**src/rtl/uart_tx.sv**
```systemverilog
// -----------------------------------------------------------------------------
// uart_tx -- UART transmit stage: byte FIFO plus 8N1 serialiser.
//
// Bytes written from the APB data register are queued in a small circular
// FIFO. They are sent LSB first as start / 8 data / stop frames. The bit
// period is set by baud_div, which is latched at the start of each frame.
//
// Optional feature: define UART_TX_PARITY_EN to insert an even-parity bit
// between data bit 7 and the stop bit. This gives 8E1 frames of 11 bit
// periods. With the macro undefined the frames are 8N1 (10 bit periods).
//
// Parameters
//   FIFO_DEPTH  TX FIFO entries (power of two, >= 2)
//   DIV_W       baud divisor width
//   CNT_W       width of tx_count
// Ports
//   P_clk       system clock, rising edge
//   P_resetn    asynchronous active-low reset
//   tx_wdata    byte to queue
//   tx_wr       one-cycle write strobe
//   baud_div    P_clk cycles per bit (0 is treated as 1)
//   tx_out      serial line, idle high, driven straight from a flop
//   tx_busy     frame in progress (any state but IDLE)
//   tx_full     FIFO holds FIFO_DEPTH entries (registered)
//   tx_empty    FIFO holds 0 entries (registered)
//   tx_count    FIFO occupancy (registered)
//   tx_ovf      one-cycle pulse after a write was dropped on a full FIFO
// -----------------------------------------------------------------------------
module uart_tx #(
    parameter int FIFO_DEPTH = 4,
    parameter int DIV_W      = 16,
    parameter int CNT_W      = $clog2(FIFO_DEPTH) + 1
) (
    input  logic             P_clk,
    input  logic             P_resetn,
    input  logic [7:0]       tx_wdata,
    input  logic             tx_wr,
    input  logic [DIV_W-1:0] baud_div,
    output logic             tx_out,
    output logic             tx_busy,
    output logic             tx_full,
    output logic             tx_empty,
    output logic [CNT_W-1:0] tx_count,
    output logic             tx_ovf
);

    localparam int PTR_W = $clog2(FIFO_DEPTH);
    localparam logic [PTR_W-1:0] PTR_ONE = PTR_W'(1);
    localparam logic [CNT_W-1:0] CNT_ONE = CNT_W'(1);
    localparam logic [CNT_W-1:0] CNT_MAX = CNT_W'(FIFO_DEPTH);
    localparam logic [DIV_W-1:0] DIV_ONE = DIV_W'(1);

`ifdef UART_TX_PARITY_EN
    typedef enum logic [2:0] {IDLE, START, DATA, PARITY, STOP} state_t;
`else
    typedef enum logic [2:0] {IDLE, START, DATA, STOP} state_t;
`endif

    // ---------------------------------------------------------------- FIFO
    logic [7:0]       mem_q [FIFO_DEPTH];
    logic [PTR_W-1:0] wptr_q, rptr_q;
    logic [CNT_W-1:0] count_q, count_d;
    logic             full_q, empty_q, ovf_q;
    logic             push, pop;

    // A pop in the same cycle never frees room for a write to a full FIFO.
    assign push = tx_wr && !full_q;

    always_comb begin
        count_d = count_q;
        case ({push, pop})
            2'b10:   count_d = count_q + CNT_ONE;
            2'b01:   count_d = count_q - CNT_ONE;
            default: count_d = count_q;
        endcase
    end

    always_ff @(posedge P_clk) begin
        if (push) mem_q[wptr_q] <= tx_wdata;
    end

    always_ff @(posedge P_clk or negedge P_resetn) begin
        if (!P_resetn) begin
            wptr_q  <= '0;
            rptr_q  <= '0;
            count_q <= '0;
            full_q  <= 1'b0;
            empty_q <= 1'b1;
            ovf_q   <= 1'b0;
        end else begin
            if (push) wptr_q <= wptr_q + PTR_ONE;
            if (pop)  rptr_q <= rptr_q + PTR_ONE;
            count_q <= count_d;
            full_q  <= (count_d == CNT_MAX);
            empty_q <= (count_d == '0);
            ovf_q   <= tx_wr && full_q;
        end
    end

    // ---------------------------------------------------------- serialiser
    state_t           state_q;
    logic [7:0]       sh_q;
    logic [2:0]       idx_q, idx_nxt;
    logic [DIV_W-1:0] per_q, cnt_q, per_new;
    logic             out_q, busy_q, bit_end;

    assign per_new = (baud_div == '0) ? DIV_ONE : baud_div;
    assign bit_end = (cnt_q == '0);
    assign idx_nxt = idx_q + 3'd1;

    // Pop from IDLE, or at the end of a stop bit so frames run back to back.
    assign pop = !empty_q && ((state_q == IDLE) || ((state_q == STOP) && bit_end));

    always_ff @(posedge P_clk or negedge P_resetn) begin
        if (!P_resetn) begin
            state_q <= IDLE;
            sh_q    <= '0;
            idx_q   <= '0;
            per_q   <= DIV_ONE;
            cnt_q   <= '0;
            out_q   <= 1'b1;
            busy_q  <= 1'b0;
        end else begin
            case (state_q)
                IDLE: begin
                    if (pop) begin
                        state_q <= START;
                        sh_q    <= mem_q[rptr_q];
                        per_q   <= per_new;
                        cnt_q   <= per_new - DIV_ONE;
                        out_q   <= 1'b0;
                        busy_q  <= 1'b1;
                    end
                end
                START: begin
                    if (bit_end) begin
                        state_q <= DATA;
                        idx_q   <= '0;
                        cnt_q   <= per_q - DIV_ONE;
                        out_q   <= sh_q[0];
                    end else begin
                        cnt_q <= cnt_q - DIV_ONE;
                    end
                end
                DATA: begin
                    if (bit_end) begin
                        cnt_q <= per_q - DIV_ONE;
                        if (idx_q == 3'd7) begin
`ifdef UART_TX_PARITY_EN
                            state_q <= PARITY;
                            out_q   <= ^sh_q;
`else
                            state_q <= STOP;
                            out_q   <= 1'b1;
`endif
                        end else begin
                            idx_q <= idx_nxt;
                            out_q <= sh_q[idx_nxt];
                        end
                    end else begin
                        cnt_q <= cnt_q - DIV_ONE;
                    end
                end
`ifdef UART_TX_PARITY_EN
                PARITY: begin
                    if (bit_end) begin
                        state_q <= STOP;
                        cnt_q   <= per_q - DIV_ONE;
                        out_q   <= 1'b1;
                    end else begin
                        cnt_q <= cnt_q - DIV_ONE;
                    end
                end
`endif
                STOP: begin
                    if (bit_end) begin
                        if (pop) begin
                            state_q <= START;
                            sh_q    <= mem_q[rptr_q];
                            per_q   <= per_new;
                            cnt_q   <= per_new - DIV_ONE;
                            out_q   <= 1'b0;
                        end else begin
                            state_q <= IDLE;
                            out_q   <= 1'b1;
                            busy_q  <= 1'b0;
                        end
                    end else begin
                        cnt_q <= cnt_q - DIV_ONE;
                    end
                end
                default: begin
                    state_q <= IDLE;
                    out_q   <= 1'b1;
                    busy_q  <= 1'b0;
                end
            endcase
        end
    end

    assign tx_out   = out_q;
    assign tx_busy  = busy_q;
    assign tx_full  = full_q;
    assign tx_empty = empty_q;
    assign tx_count = count_q;
    assign tx_ovf   = ovf_q;

endmodule

```
**config.mk**
```make
export PLATFORM = sky130hd
export DESIGN_NAME = uart_tx
export DESIGN_NICKNAME = d
export VERILOG_FILES = /design/src/rtl/uart_tx.sv
export SDC_FILE = /design/constraint.sdc
export NUM_CORES = 1
export LEC_CHECK = 0
export ABC_AREA = 1
export CORE_UTILIZATION = 60
export DETAILED_ROUTE_END_ITERATION = 10
export HOLD_SLACK_MARGIN = 0.15
export PLACE_DENSITY = 0.81
export SYNTH_ARGS = -nofsm -noshare
export SYNTH_HDL_FRONTEND = slang
export SYNTH_SLANG_ARGS = --single-unit
```
**constraint.sdc**
```tcl
create_clock -name P_clk -period 3.1 [get_ports P_clk]
set_input_delay 0.62 -clock P_clk [delete_from_list [all_inputs] [get_ports P_clk]]
set_output_delay 0.62 -clock P_clk [all_outputs]
set_load 0.005 [all_outputs]
```
==> out/metrics.yaml <==
status: "completed"
ys_seq_area_share_pct: 43.7
p_sw_uw: 3030
power_frac_clock_pct: 13.1
root_buffer: "clkbuf_8"
p_int_uw: 3220
pre_cts_slack_ns: 0.174
fin_crit_sh_pct: 93.2
swShare_pct: 48.5
synth_area_mm2: 0.00548
row_count: 34
met1_usage_pct: 39.4
clk_pin_slew_worst_paths_ns: 0.11
cts_hold_buf: 0
synthSimpleGateAreaFrac_pct: 27.7
setup_tns_ns: 0
grtUsageMet2_pct: 51.0
syn_avg_cell_area_um2: 7.79
synth_xor_area_share_pct: 4.16
finalPower_uw: 6250
ys_ff_latch: 89
wl_per_cell_um: 15.9
hold_viol_final: 0
r2r-start: "cnt_q[0]"
leakage_uw: 0.00277
powerDensity_mw_per_mm2: 1010
synth_top_area_share_pct: 24.7
fmax_ghz: 0.346
fin_area_mm2: 0.00618
worstSetupEndpointType: "flip-flop"
crit_required_ns: 3.41
top_usage_layer: "met2"
rsz0062_at_grt: "no"
num-fill-cells: 713
core-area_mm2: 0.00876
cts_setup_buffers: 0
die-area_mm2: 0.00951
yosysWarnings: 0
routed_via_density: 5.64
fin_crit_ns: 2.89
synthAdderAreaFrac_pct: 4.02
grt_start_max_net_pins: 27
synth_edf_count: 32
dp_hpwl_mm: 10.5
ir_drop_v: 0.000524
syn_nets: 747
critical_path_class: "reg2reg"
p_comb_share_pct: 53.2
die_w_um: 97.5
drtIter0Drc: 314
postSynth.asyncResetShare_pct: 64.0
postPlaceCellArea_mm2: 0.00598
die_h_um: 97.5
cts_sinks: 89
gr-usage-met3_pct: 5.40
r2r_cells: 18
setup_slack_ns: 0.211
antenna_found_initial: 0
synth_area_leaders: "dfrtp_1 25%, edfxtp_1 18%, nand2_1 9.9%"
grt_pass1_wl_mm: 22.8
io_pins: 35
relSlewSlack_pct: 49.1
first_global_vias: 4850
finalMaxSlewViolations: 0
multi_input_area_mm2: 0.00266
worstMarginPinSlew_ns: 0.760
clk_latency_ns: 0.37
clockBufferDepth: 2
num_vias: 4852
synthToLayoutAreaGrowth_pct: 13.0
drt_wl_total_mm: 13.7
dr.pass1.iters: 5
synth_compound_area_share_pct: 12.5
ys.flop_type: "dfrtp_1"
antenna_cells: 0
grt_overflow: 0
yosysTopAreaCell: "dfrtp_1"
ys_types: 44
crit_fanout: 10
cap_violations: 0
min_path_type: "in2async"
startpoint_type: "flip-flop"
synth_cells: 703
globalplace.congestion: 0.920
ant_nets: 0
fin_worst_skew_ns: 0.00933
synth_top_family_by_area: "simple AND/OR/NAND/NOR gates"
synth_mux_area_share_pct: 0
drc: 0
p_seq_share_pct: 33.7
crit_path_start: "cnt_q[0]"
cts_buffers: 9
cts_tree: "yes"
fin_util_pct: 70.6
grt_util_all_layers_pct: 30.5
synth_most_common_cell: "nand2_1"
htreeDepth: 3
drive_gt1_share_pct: 8.90
synth_commonest_cells: "144 x nand2_1, 124 x nor2_1, 83 x inv_1, 60 x o21ai_0, 54 x dfrtp_1"
ff_latch_area_mm2: 0.00239
setup_viol: 0
layout.nets: 792
initial_core_util_pct: 62.5
portBuffers: 34
critPathArrivalTime_ns: 3.19
flip-flops by register name, summed over array words and instances, names as in the netlist:
register	count
tx_empty	1
wptr_q	2
tx_ovf	1
sh_q	8
tx_busy	1
cnt_q	16
mem_q	32
per_q	16
state_q	2
rptr_q	2
tx_count	3
tx_full	1
tx_out	1
idx_q	3
metrics by stage:
step / cells / hold WS, ns
after floorplan: 703 / 0.324
after global placement: 845 / 0.481
after detailed placement: 845 / 0.482
after CTS: 861 / 0.259
after global routing: 861 / 0.302
final: 861 / 0.244
metal layers:
layer  vias up  part of all wire [%]
met1      2268                    43
li1       2377                     -
met3        23                   7.0
met5         -                     0
met2       184                    48
met4         0                   2.1
power groups by stage:
| stage | clock network, uW | registers, uW | logic, uW |
|---|---|---|---|
| after global routing | 882 | 2150 | 3720 |
| final | 820 | 2100 | 3320 |
| after global placement | 0 | 2100 | 3170 |
| after CTS | 833 | 2090 | 3290 |
| after detailed placement | 0 | 2120 | 3270 |
| after floorplan | 0 | 1970 | 2500 |
cell type report:
class | count | share of cell area, %
repair buffers | 51 | 7.49
well taps | 108 | 2.18
multi-input cells | 509 | 42.9
clock inverters | 7 | 1.31
flip-flops and latches | 89 | 38.7
inverters | 88 | 5.42
clock buffers | 9 | 2.00
path summary, 6_finish.rpt:
path	endpoint	slack, ns
min	cnt_q[13]	0.24
max	tx_full	0.21
min reg2reg	tx_ovf	0.51
max in group asynchronous	per_q[0]	2.02
max reg2reg	tx_full	0.21
min in group P_clk	tx_ovf	0.51
cells by family (layout without fill, tap and decap cells):
kind of cell / count (synthesis) / after routing
AO/OA/AOI/OAI: 124 / 124
XOR/XNOR: 26 / 26
adder cells (fa/ha/maj): 17 / 17
buffers and inverters: 105 / 155
flip-flops: 89 / 89
AND/OR/NAND/NOR: 342 / 342
critical path, cell delays in order, from the launching register on:
cell and delay, ns:
dfrtp_1 0.39, inv_1 0.19, ha_2 0.26, nand2_2 0.08, nor2_4 0.13, nand2_4 0.11
inv_4 0.11, nand2_4 0.07, nand2_8 0.12, nand2_4 0.07, inv_4 0.05, ha_1 0.12
inv_1 0.07, fa_1 0.39, a21oi_1 0.16, o21ai_0 0.11, xor2_1 0.23, inv_1 0.07
nor2_1 0.09
cells in the final DEF, fill, tap and decap left out, types with 10 or more instances in the layout:
| cell type | Yosys | routed |
|---|---|---|
| ha_1 | 16 | 15 |
| nand3_1 | 35 | 35 |
| nand2_1 | 144 | 144 |
| buf_4 | 1 | 17 |
| a21oi_1 | 27 | 27 |
| edfxtp_1 | 32 | 32 |
| clkdlybuf4s50_1 | 0 | 33 |
| nor2_1 | 124 | 124 |
| xor2_1 | 21 | 21 |
| dfrtp_1 | 54 | 54 |
| inv_1 | 83 | 83 |
| o21ai_0 | 60 | 60 |
| a31oi_1 | 10 | 10 |
repair_timing:
| action | 4_1_cts | 5_1_grt |
|---|---|---|
| resized for setup | 0 | 1 |
| setup endpoints to repair | 0 | 1 |
| hold endpoints to repair | 0 | 0 |
No activity file was read; power rests on OpenSTA's default activity.
